### config.mk
export PLATFORM = sky130hd
export DESIGN_NAME = adjacency_builder
export DESIGN_NICKNAME = d
export VERILOG_FILES = /design/src/rtl/adjacency_builder.sv
export SDC_FILE = /design/constraint.sdc
export NUM_CORES = 1
export LEC_CHECK = 0
export CAP_MARGIN = 0
export CORE_MARGIN = 2
export CORE_UTILIZATION = 52
export DETAILED_ROUTE_END_ITERATION = 10
export PLACE_DENSITY_LB_ADDON = 0.25
export SLEW_MARGIN = 10
export SYNTH_ARGS = -nofsm -noshare
export SYNTH_HDL_FRONTEND = slang
export SYNTH_SLANG_ARGS = --single-unit
### constraint.sdc
create_clock -name clk -period 4.15 [get_ports clk]
set_clock_uncertainty 0.1 [all_clocks]
set_input_delay 0.415 -clock clk [delete_from_list [all_inputs] [get_ports clk]]
set_output_delay 0.415 -clock clk [all_outputs]
set_load 0.02 [all_outputs]
### src/rtl/adjacency_builder.sv
// adjacency_builder
// Builds per-vertex neighbour lists from a polygon mesh held in object RAM.
// Clears every list count, then walks each face edge by edge and inserts
// each endpoint into the other endpoint's list in neighbour RAM.
//
// Ports:
//   clk, rst_n                 clock, asynchronous active-low reset
//   start                      begin a pass (sampled only in IDLE)
//   vertex_count, face_count   mesh sizes, stable while busy
//   RAM_OBJ_*                  object RAM port (read-only use)
//   RAM_NBR_*                  neighbour RAM port
//   busy, done                 pass in progress / one-cycle end pulse
//   overflow, err_index        sticky flags, cleared by start
//
// Build option: define ADJ_DEDUP_EN to scan each list before appending so
// that every undirected edge appears once per list.  Without it the scan is
// omitted and a shared edge appears once per incident face.
//
// state    | meaning
// IDLE     | waiting for start
// CLEAR    | zeroing list counts, one vertex per cycle
// FACE_RD  | reading the current face's vertex indices
// EDGE_SEL | picking the next (list, candidate) pair or the next face
// CNT_RD   | reading the target list count
// SCAN     | comparing existing entries with the candidate
// APPEND   | writing the candidate, or dropping it when the list is full
// CNT_WR   | writing the incremented count
// DONE     | done pulse, returns to IDLE
module adjacency_builder #(
    parameter int ADDR_W     = 9,
    parameter int MAX_NBR    = 10,
    parameter int FACE_VERTS = 3,
    parameter int VERT_WORDS = 3
) (
    input  logic              clk,
    input  logic              rst_n,
    input  logic              start,
    input  logic [31:0]       vertex_count,
    input  logic [31:0]       face_count,
    output logic              RAM_OBJ_EN,
    output logic [3:0]        RAM_OBJ_WE,
    output logic [ADDR_W-1:0] RAM_OBJ_A,
    output logic [31:0]       RAM_OBJ_Di,
    input  logic [31:0]       RAM_OBJ_Do,
    output logic              RAM_NBR_EN,
    output logic [3:0]        RAM_NBR_WE,
    output logic [ADDR_W-1:0] RAM_NBR_A,
    output logic [31:0]       RAM_NBR_Di,
    input  logic [31:0]       RAM_NBR_Do,
    output logic              busy,
    output logic              done,
    output logic              overflow,
    output logic              err_index
);
    localparam int unsigned   REC    = MAX_NBR + 1;
    localparam int            EW     = $clog2(FACE_VERTS);
    localparam logic [EW-1:0] E_LAST = EW'(FACE_VERTS - 1);
    localparam logic [31:0]   MAXN   = 32'(MAX_NBR);

    typedef enum logic [3:0] {
        IDLE, CLEAR, FACE_RD, EDGE_SEL, CNT_RD, SCAN, APPEND, CNT_WR, DONE
    } state_t;

    state_t        state;
    logic          ph;          // 0: read in flight, 1: read data valid this cycle
    logic [31:0]   clr_v;
    logic [31:0]   obj_ptr;     // faces are contiguous, so one running pointer suffices
    logic [31:0]   faces_left;
    logic [EW-1:0] rd_j;
    logic          bad_acc;
    logic [31:0]   idx [FACE_VERTS];
    logic [EW-1:0] e_idx;
    logic          side;        // 0: insert b into list(a), 1: insert a into list(b)
    logic          edges_done;
    logic [31:0]   tgt_base;
    logic [31:0]   cand;
    logic [31:0]   cnt;
`ifdef ADJ_DEDUP_EN
    logic [31:0]   slot;
`endif

    logic [EW-1:0] e_nxt;
    logic [31:0]   va, vb, tgt_v;
    logic          face_bad;

    always_comb begin
        e_nxt    = (e_idx == E_LAST) ? '0 : e_idx + 1'b1;
        va       = idx[e_idx];
        vb       = idx[e_nxt];
        tgt_v    = side ? vb : va;
        face_bad = bad_acc | (RAM_OBJ_Do >= vertex_count);
    end

    // Next {edges_done, e_idx, side} after finishing one insertion attempt.
    function automatic logic [EW+1:0] step(input logic [EW-1:0] e, input logic s);
        logic [EW-1:0] e_inc;
        e_inc = e + 1'b1;
        if (!s)
            return {1'b0, e, 1'b1};
        else if (e == E_LAST)
            return {1'b1, e, 1'b0};
        else
            return {1'b0, e_inc, 1'b0};
    endfunction

    assign RAM_OBJ_WE = 4'h0;
    assign RAM_OBJ_Di = 32'h0;

    always_ff @(posedge clk or negedge rst_n) begin
        if (!rst_n) begin
            state      <= IDLE;
            ph         <= 1'b0;
            clr_v      <= '0;
            obj_ptr    <= '0;
            faces_left <= '0;
            rd_j       <= '0;
            bad_acc    <= 1'b0;
            for (int i = 0; i < FACE_VERTS; i++) idx[i] <= '0;
            e_idx      <= '0;
            side       <= 1'b0;
            edges_done <= 1'b0;
            tgt_base   <= '0;
            cand       <= '0;
            cnt        <= '0;
`ifdef ADJ_DEDUP_EN
            slot       <= '0;
`endif
            RAM_OBJ_EN <= 1'b0;
            RAM_OBJ_A  <= '0;
            RAM_NBR_EN <= 1'b0;
            RAM_NBR_WE <= 4'h0;
            RAM_NBR_A  <= '0;
            RAM_NBR_Di <= '0;
            busy       <= 1'b0;
            done       <= 1'b0;
            overflow   <= 1'b0;
            err_index  <= 1'b0;
        end else begin
            RAM_OBJ_EN <= 1'b0;
            RAM_NBR_EN <= 1'b0;
            RAM_NBR_WE <= 4'h0;
            done       <= 1'b0;
            case (state)
                IDLE: if (start) begin
                    overflow  <= 1'b0;
                    err_index <= 1'b0;
                    busy      <= 1'b1;
                    obj_ptr   <= 32'd2 + 32'(VERT_WORDS) * vertex_count;
                    state     <= CLEAR;
                    if (vertex_count != 32'd0) begin
                        RAM_NBR_EN <= 1'b1;
                        RAM_NBR_WE <= 4'hF;
                        RAM_NBR_A  <= '0;
                        RAM_NBR_Di <= '0;
                        clr_v      <= 32'd1;
                    end else begin
                        clr_v      <= 32'd0;
                    end
                end
                CLEAR: begin
                    if (clr_v < vertex_count) begin
                        RAM_NBR_EN <= 1'b1;
                        RAM_NBR_WE <= 4'hF;
                        RAM_NBR_A  <= ADDR_W'(clr_v * REC);
                        RAM_NBR_Di <= '0;
                        clr_v      <= clr_v + 32'd1;
                    end else if (face_count == 32'd0 || vertex_count == 32'd0) begin
                        state <= DONE;
                        done  <= 1'b1;
                        busy  <= 1'b0;
                    end else begin
                        faces_left <= face_count - 32'd1;
                        RAM_OBJ_EN <= 1'b1;
                        RAM_OBJ_A  <= ADDR_W'(obj_ptr);
                        obj_ptr    <= obj_ptr + 32'd1;
                        rd_j       <= '0;
                        bad_acc    <= 1'b0;
                        ph         <= 1'b0;
                        state      <= FACE_RD;
                    end
                end
                FACE_RD: begin
                    if (!ph) begin
                        ph <= 1'b1;
                    end else begin
                        ph        <= 1'b0;
                        idx[rd_j] <= RAM_OBJ_Do;
                        if (rd_j == E_LAST) begin
                            e_idx      <= '0;
                            side       <= 1'b0;
                            edges_done <= face_bad;   // a bad face contributes no edges
                            if (face_bad) err_index <= 1'b1;
                            state      <= EDGE_SEL;
                        end else begin
                            rd_j       <= rd_j + 1'b1;
                            bad_acc    <= face_bad;
                            RAM_OBJ_EN <= 1'b1;
                            RAM_OBJ_A  <= ADDR_W'(obj_ptr);
                            obj_ptr    <= obj_ptr + 32'd1;
                        end
                    end
                end
                EDGE_SEL: begin
                    if (edges_done) begin
                        if (faces_left == 32'd0) begin
                            state <= DONE;
                            done  <= 1'b1;
                            busy  <= 1'b0;
                        end else begin
                            faces_left <= faces_left - 32'd1;
                            RAM_OBJ_EN <= 1'b1;
                            RAM_OBJ_A  <= ADDR_W'(obj_ptr);
                            obj_ptr    <= obj_ptr + 32'd1;
                            rd_j       <= '0;
                            bad_acc    <= 1'b0;
                            ph         <= 1'b0;
                            state      <= FACE_RD;
                        end
                    end else if (va == vb) begin
                        // degenerate edge: skip both directions
                        {edges_done, e_idx, side} <= step(e_idx, 1'b1);
                    end else begin
                        tgt_base   <= tgt_v * REC;
                        cand       <= side ? va : vb;
                        RAM_NBR_EN <= 1'b1;
                        RAM_NBR_A  <= ADDR_W'(tgt_v * REC);
                        ph         <= 1'b0;
                        state      <= CNT_RD;
                    end
                end
                CNT_RD: begin
                    if (!ph) begin
                        ph <= 1'b1;
                    end else begin
                        ph  <= 1'b0;
                        cnt <= RAM_NBR_Do;
`ifdef ADJ_DEDUP_EN
                        if (RAM_NBR_Do == 32'd0) begin
                            state <= APPEND;
                        end else begin
                            slot       <= 32'd1;
                            RAM_NBR_EN <= 1'b1;
                            RAM_NBR_A  <= ADDR_W'(tgt_base + 32'd1);
                            state      <= SCAN;
                        end
`else
                        state <= APPEND;
`endif
                    end
                end
`ifdef ADJ_DEDUP_EN
                SCAN: begin
                    if (!ph) begin
                        ph <= 1'b1;
                    end else begin
                        ph <= 1'b0;
                        if (RAM_NBR_Do == cand) begin
                            {edges_done, e_idx, side} <= step(e_idx, side);
                            state <= EDGE_SEL;
                        end else if (slot == cnt) begin
                            state <= APPEND;
                        end else begin
                            slot       <= slot + 32'd1;
                            RAM_NBR_EN <= 1'b1;
                            RAM_NBR_A  <= ADDR_W'(tgt_base + slot + 32'd1);
                        end
                    end
                end
`endif
                APPEND: begin
                    if (cnt >= MAXN) begin
                        overflow <= 1'b1;
                        {edges_done, e_idx, side} <= step(e_idx, side);
                        state    <= EDGE_SEL;
                    end else begin
                        RAM_NBR_EN <= 1'b1;
                        RAM_NBR_WE <= 4'hF;
                        RAM_NBR_A  <= ADDR_W'(tgt_base + cnt + 32'd1);
                        RAM_NBR_Di <= cand;
                        state      <= CNT_WR;
                    end
                end
                CNT_WR: begin
                    RAM_NBR_EN <= 1'b1;
                    RAM_NBR_WE <= 4'hF;
                    RAM_NBR_A  <= ADDR_W'(tgt_base);
                    RAM_NBR_Di <= cnt + 32'd1;
                    {edges_done, e_idx, side} <= step(e_idx, side);
                    state      <= EDGE_SEL;
                end
                DONE:    state <= IDLE;
                default: state <= IDLE;
            endcase
        end
    end
endmodule

==> summary.txt, run 1 <==
Outcome
  – Result of the run: finished, final reports clean

Hold path
  – Hold path startpoint: RAM_NBR_Do[30]
  – Type of the most critical hold path: input pin to flop

STA
  – Worst-margin pin slew: 1120 ps
  – Hold Vio Cnt, Final: 0
  – Period utilisation layout: 0.944
  – Setup violators final: 0
  – Final count of pins violating max slew: 0
  – Achievable Freq: approximately 260 MHz
  – Setup slack of the critical path after layout: about 230 ps
  – Shortest period the worst path allows: approximately 3900 ps
  – Max-slew headroom at the worst pin: 0.250

Route
  – Total Routed Length: just under 60000 um
  – Iteration-0 DRC Markers: around 1400
  – Number of design rule violations left after detail routing: 0
  – Average routed wire per standard cell: between 20 and 25 um
  – Via count of the routed design: between 15000 and 20000
  – Detailed Routing Iterations Pass 1: 5
  – Average via count per standard cell: 6.02
  – Antenna-violating nets left: 0

Die
  – IO Count: roughly 230
  – Effective utilization at floorplan: 0.526
  – Area of the core region: about 40000 um^2
  – Horizontal extent of the die: about 200 um
  – Chip Height: 205 um
  – Die outline area: 41800 um^2
  – Core Rows: 73

Layout
  – Area growth from synthesis to layout: 18.8%
  – Share of post-route cells with drive strength above 1: 0.148
  – Number of nets in the layout: approximately 2700
  – Inserted Diodes: 0

Logic synthesis
  – Synthesized instance count: between 2000 and 2500
  – Post-synthesis instance area: around 21000 um^2
  – Most area-hungry cell type in the Yosys netlist: dfrtp_1
  – Post-synth top area share: 0.372
  – Number of enable-type register cells in the synthesized netlist: 0
  – Mean post-synth cell area: roughly 9.5 um^2
  – Area contributors post-synth: dfrtp_1, mux2_2, ha_1
  – Yosys warns: 0
  – Sequential-to-total area share from yosys stat: 0.372
  – Flop and latch count out of synthesis: approximately 310
  – Number of distinct library cells after synthesis: between 80 and 90
  – Library cell with the highest instance count after synthesis: dfrtp_1
  – Leading register cell type out of synthesis: dfrtp_1
  – Post-synth ARST share: 1.00
  – Most common library cells after synthesis: dfrtp_1, nand2_1, nor2_1

Worst setup path
  – Critical R2R Launch: e_idx[0]
  – Critical path endpoint category: flop
  – Critical Path Source: e_idx[0]
  – CP startpoint kind: flop
  – Worst Path Class, Setup: flop to flop
  – Data arrival time at the worst-slack endpoint: roughly 4200 ps
  – CP max FO: 14
  – Data required time of the worst path: around 4400 ps

Global route
  – Maximum number of pins on one net before global-route repair: about 110
  – First-pass GRT wire length: 94300 um
  – Initial antenna violation count: 0
  – Remaining Overflow, GRT: 0
  – GR Util All Layers: 0.286
  – Vias in the first global route: ~17000

Power
  – Static leakage power: roughly 11 nW
  – Peak supply drop: between 0.0008 and 0.0009 V
  – Power Density: slightly above 800 nW/um^2
  – Pwr Total: about 20 mW

Placed design
  – Setup WS pre-CTS: ~15 ps
  – Count of input and output buffers: 190
  – Placed wire-length estimate after detailed placement: approximately 44000 um
  – Global placement routability congestion: between 0.9 and 1

Clock network
  – CTS tree: done
  – Clock root buffer: clkbuf_16
  – CTS H-tree lvls: 2
  – Max Buffers Root-to-Sink: 3
  – Worst skew pair latency: 560 ps
  – Clk sinks: roughly 310
  – Register clock-pin slew on the reported worst setup and hold paths: 60 ps
  – Clock buffers created by TritonCTS: 36

Flow run
  – Reported max-cap violation count: 0
per-stage QoR:
stage	hold WS [ps]	util	area, um^2	TNS, ps	std cells
2_1_floorplan	19.4	-	21100	0	2237
4_1_cts	350	0.620	24600	0	2937
3_3_place_gp	351	0.591	23500	0	2875
3_5_place_dp	368	0.591	23500	0	2875
6_report	369	0.625	24800	0	2946
5_1_grt	362	0.625	24800	-28.3	2946
layout by cell type, fill, tap and decap left out, drive strengths merged, types with 27 or more instances in the layout:
cell type	synthesis	routed
a21o	27	27
a21oi	132	132
buf	90	86
clkbuf	63	51
clkdlybuf4s50	0	189
conb	1	36
dfrtp	311	311
ha	126	126
inv	104	106
mux2	179	179
mux2i	73	73
nand2	202	202
nand3	50	50
nand4	30	30
nor2	180	180
nor3	53	53
o21ai	89	89
o2bb2ai	62	62
xnor2	57	57
xor2	71	71
where the power goes:
part	switching, mW	internal, mW	leakage [nW]	total [mW]
clock network	1.30	1.85	0.556	3.15
registers	1.36	4.29	3.82	5.65
logic	6.15	5.16	6.43	11.3
total	8.81	11.3	10.8	20.1
final cells by class:
cell class / instances / area (um^2)
tap: 525 / 657
multi-input combinational: 1668 / 12200
fill: 3364 / 14900
timing repair buffer: 276 / 2660
sequential: 311 / 7780
inverter: 105 / 394
clock buffer: 51 / 1030
clock inverter: 10 / 113
per-layer routing:
metal  share of wire  track usage
met3           0.071       0.0490
met5               0            0
met2            0.45        0.450
met4           0.023       0.0719
met1            0.46        0.411
critical path, stage by stage, from the launching register on:
cell	delay (ps)
dfrtp_2	430
buf_6	200
nor2b_4	280
buf_4	160
o2bb2ai_1	140
nor2_1	80
a21oi_2	230
ha_1	280
ha_1	310
inv_1	70
fa_1	450
inv_1	80
a21o_1	130
a21oi_2	60
o21bai_1	120
a21oi_1	90
xnor2_1	140
a222oi_1	300
a31oi_1	120
cells by family after synthesis:
family | after synthesis | share of synthesized area
flops | 311 | 0.372
simple gates | 646 | 0.147
compound gates | 468 | 0.151
xor+xnor | 128 | 0.0536
other cells | 1 | 0.000179
fa+ha+maj | 138 | 0.0869
buf+inv | 258 | 0.0576
mux | 252 | 0.132
sequential cells by signal, indices dropped and copies added, names as in the netlist, 2 cells and up:
name / cells
RAM_NBR_A: 9
idx: 96
rd_j: 2
state: 4
cnt: 32
e_idx: 2
clr_v: 32
faces_left: 32
RAM_OBJ_A: 9
obj_ptr: 9
RAM_NBR_Di: 32
cand: 32
tgt_base: 9
path summary, 6_finish.rpt:
path / endpoint / slack [ps] / cells after the start
max in group asynchronous: faces_left[31] / 2570 / 3
worst max register to register: RAM_NBR_A[8] / 230 / 18
worst max-delay path: RAM_NBR_A[8] / 230 / 18
worst min-delay path: cnt[30] / 370 / 2
worst min register to register: RAM_OBJ_A[7] / 380 / 2
min in group asynchronous: clr_v[14] / 430 / 2
timing repair:
item                       CTS  global route
hold endpoints to repair   103             0
setup buffers                0             9
pin swaps                    0             6
resized for setup            1            32
setup endpoints to repair    1            43
hold buffers                 1             0
(Power assumes the default switching activity.)
==> inputs of run 2 (changes only) <==
--- a/config.mk
+++ b/config.mk
@@ -7,7 +7,7 @@
 export LEC_CHECK = 0
 export CAP_MARGIN = 0
 export CORE_MARGIN = 2
-export CORE_UTILIZATION = 52
+export CORE_UTILIZATION = 54
 export DETAILED_ROUTE_END_ITERATION = 10
 export PLACE_DENSITY_LB_ADDON = 0.25
 export SLEW_MARGIN = 10
==> constraint.sdc (replaced) <==
create_clock -name clk -period 3.79 [get_ports clk]
set_clock_uncertainty 0.1 [all_clocks]
set_input_delay 0.379 -clock clk [delete_from_list [all_inputs] [get_ports clk]]
set_output_delay 0.379 -clock clk [all_outputs]
set_load 0.02 [all_outputs]
==> run 2 against run 1 <==
Die area fell by 3.6%. Utilization grew 2.9 points. Via count rose by 0.54%. Global-route usage grew 0.45 points. Highest routed layer unchanged.
==> summary.txt, run 2 (synthesized netlist as in run 1, its figures left out) <==
Die
  – Core Rows: 72 (-1.4%)
  – IO Count: 227 (unchanged)
  – Chip Height: 201 um (-1.8%)
  – Effective utilization at floorplan: 0.544 (+0.0173)
  – Area of the core region: 38500 um^2 (-3.2%)
  – Die outline area: 40300 um^2 (-3.6%)
  – Horizontal extent of the die: 201 um (-1.8%)

Layout
  – Top reg by flops: idx
  – Most common library cell in the layout ignoring fill and taps: dfrtp_1
  – Flip-flop and latch area: 7780 um^2 (about the same)
  – Multi-input combinational cell area: 12300 um^2 (+0.96%)
  – Flip-flop count of the largest register, all copies and words added: 96 (unchanged)
  – Filler instances: 3112 (-7.5%)
  – Area growth from synthesis to layout: 20.3%
  – Share of post-route cells with drive strength above 1: 0.163 (+0.0147)
  – Commonest non-fill, non-tap cells in the layout: dfrtp_1, nand2_1, clkdlybuf4s50_1
  – Inserted Diodes: 0 (unchanged)
  – Post-route cell area: 25200 um^2 (+1.3%)
  – Number of nets in the layout: 2692 (+0.94%)

Placed design
  – Placed cell areas: 23700 um^2 (+1.0%)
  – Setup WS pre-CTS: -152 ps (-167 ps)
  – Global placement routability congestion: 0.911 (about the same)
  – Placed wire-length estimate after detailed placement: 43600 um (+0.12%)
  – Count of input and output buffers: 190 (unchanged)

STA
  – Hold Vio Cnt, Final: 0 (unchanged)
  – Period utilisation layout: 1.00 (+0.0553)
  – Final count of pins violating max slew: 0 (unchanged)
  – Shortest period the worst path allows: 3790 ps (-130 ps)
  – Setup slack of the critical path after layout: 1.02 ps (-230 ps)
  – Worst-margin pin slew: 832 ps (-291 ps)
  – Achievable Freq: 264 MHz (+3.4%)
  – Max-slew headroom at the worst pin: 0.446 (+0.196)
  – RSZ-0062 raised after global routing: true
  – Setup violators final: 0 (unchanged)

Hold path
  – Type of the most critical hold path: input pin to async pin

Route
  – Met3 routed WL: 4340 um (+2.9%)
  – Detailed Routing Iterations Pass 1: 6 (+1)
  – Via count of the routed design: 17800 (+0.54%)
  – Total Routed Length: 59100 um (-0.94%)
  – Detailed-routing wirelength on met1: 26500 um (-2.8%)
  – Total met2 wirelength after detailed routing: 26400 um (-1.7%)
  – Average via count per standard cell: 6.01 (-0.14%)
  – Iteration-0 DRC Markers: 1210 (-16%)
  – Number of design rule violations left after detail routing: 0 (unchanged)
  – Antenna-violating nets left: 0 (unchanged)
  – Average routed wire per standard cell: 19.9 um (-1.6%)
  – Highest layer used for signal routing: met4

Worst setup path
  – Worst R2R Path Depth: 18 (unchanged)
  – Capturing instance or port of the critical path: RAM_NBR_A[6]
  – Data required time of the worst path: 4080 ps (-360 ps)
  – Critical path endpoint category: flop
  – Critical Path Source: e_idx[1]
  – Critical R2R Launch: e_idx[1]
  – Flop2flop setup slack: 1 ps (-230 ps)
  – CP startpoint kind: flop
  – Worst Path Class, Setup: flop to flop
  – Data arrival time at the worst-slack endpoint: 4070 ps (-140 ps)
  – CP max FO: 6 (-8)
  – Worst R2R End: RAM_NBR_A[6]

Clock network
  – Clock buffers created by TritonCTS: 36 (unchanged)
  – CTS H-tree lvls: 2 (unchanged)
  – Worst skew pair latency: 540 ps (-20 ps)
  – Max Buffers Root-to-Sink: 3 (unchanged)
  – Register clock-pin slew on the reported worst setup and hold paths: 60 ps (about the same)
  – CTS tree: done
  – Clk sinks: 311 (unchanged)
  – Clock root buffer: clkbuf_16

Power
  – Power Density: 899 nW/um^2 (+11%)
  – Static leakage power: 10.9 nW (+1.2%)
  – Peak supply drop: 0.000889 V (+5.0%)

Global route
  – GR Util All Layers: 0.291 (+0.00453)
  – First-pass GRT wire length: 94700 um (+0.45%)
  – Remaining Overflow, GRT: 0 (unchanged)
  – Vias in the first global route: 17600 (+2.9%)
  – Maximum number of pins on one net before global-route repair: 94 (-13%)
  – Initial antenna violation count: 1 (+1)

Outcome
  – Result of the run: finished, final reports clean

Flow run
  – Reported max-cap violation count: 0 (unchanged)
run 2: power breakdown:
group          leakage, nW  total (mW)  internal [mW]  switching (mW)
clock                0.552        3.39           1.96            1.42
combinational         6.55        13.1           6.10            7.00
sequential            3.82        6.14           4.69            1.44
total                 10.9        22.6           12.8            9.87
run 2: how the worst min path moves through the flow:
stage / to / slack (ps) / depth (start not counted)
6_report: faces_left[17] / 320 / 2
3_5_place_dp: RAM_OBJ_A[5] / 360 / 2
2_1_floorplan: RAM_NBR_A[0] / -20 / 0
5_1_grt: cnt[30] / 350 / 2
4_1_cts: cnt[27] / 340 / 2
3_3_place_gp: RAM_OBJ_A[6] / 350 / 2
run 2: final cells by class:
cell class                      count  area share
Multi-Input combinational cell   1669       0.490
Inverter                          105      0.0158
Tap cell                          518      0.0258
Clock inverter                     13     0.00418
Timing Repair Buffer              300       0.114
Clock buffer                       50      0.0407
Sequential cell                   311       0.309
run 2: critical path, stage by stage (launching register included):
cell and delay, ps:
dfrtp_2 430, inv_4 90, ha_4 200, buf_12 120, nor2b_4 240, buf_4 160
a21oi_2 60, a21oi_2 200, ha_1 290, ha_4 290, inv_1 50, fa_2 350
inv_1 60, a21o_1 120, a21oi_2 60, buf_4 130, xnor2_1 140, a222oi_1 410
a31oi_1 140
run 2: stage by stage:
stage                     hold WS, ps  instances   util  power [mW]  TNS [ps]
after floorplan                 -16.6       2237      -        14.5      -126
after global placement            355       2888  0.617        18.0      -965
after detailed placement          362       2888  0.617        18.4     -4220
after CTS                         341       2956  0.649        22.1         0
after global routing              351       2966  0.654        24.2      -516
final                             322       2966  0.654        22.6         0
run 2: timing repair:
item,4_1_cts,5_1_grt
setup endpoints to repair,43,48
gates cloned,0,1
buffers inserted,4,9
hold endpoints to repair,87,0
hold buffers,1,0
pin swaps,4,21
gates resized for setup,12,21
run 2: per-layer routing:
metal  vias up  global-route usage
met5         -                   0
met4         0              0.0968
met1      8744               0.404
li1       8306                   -
met2       654               0.458
met3       127              0.0578
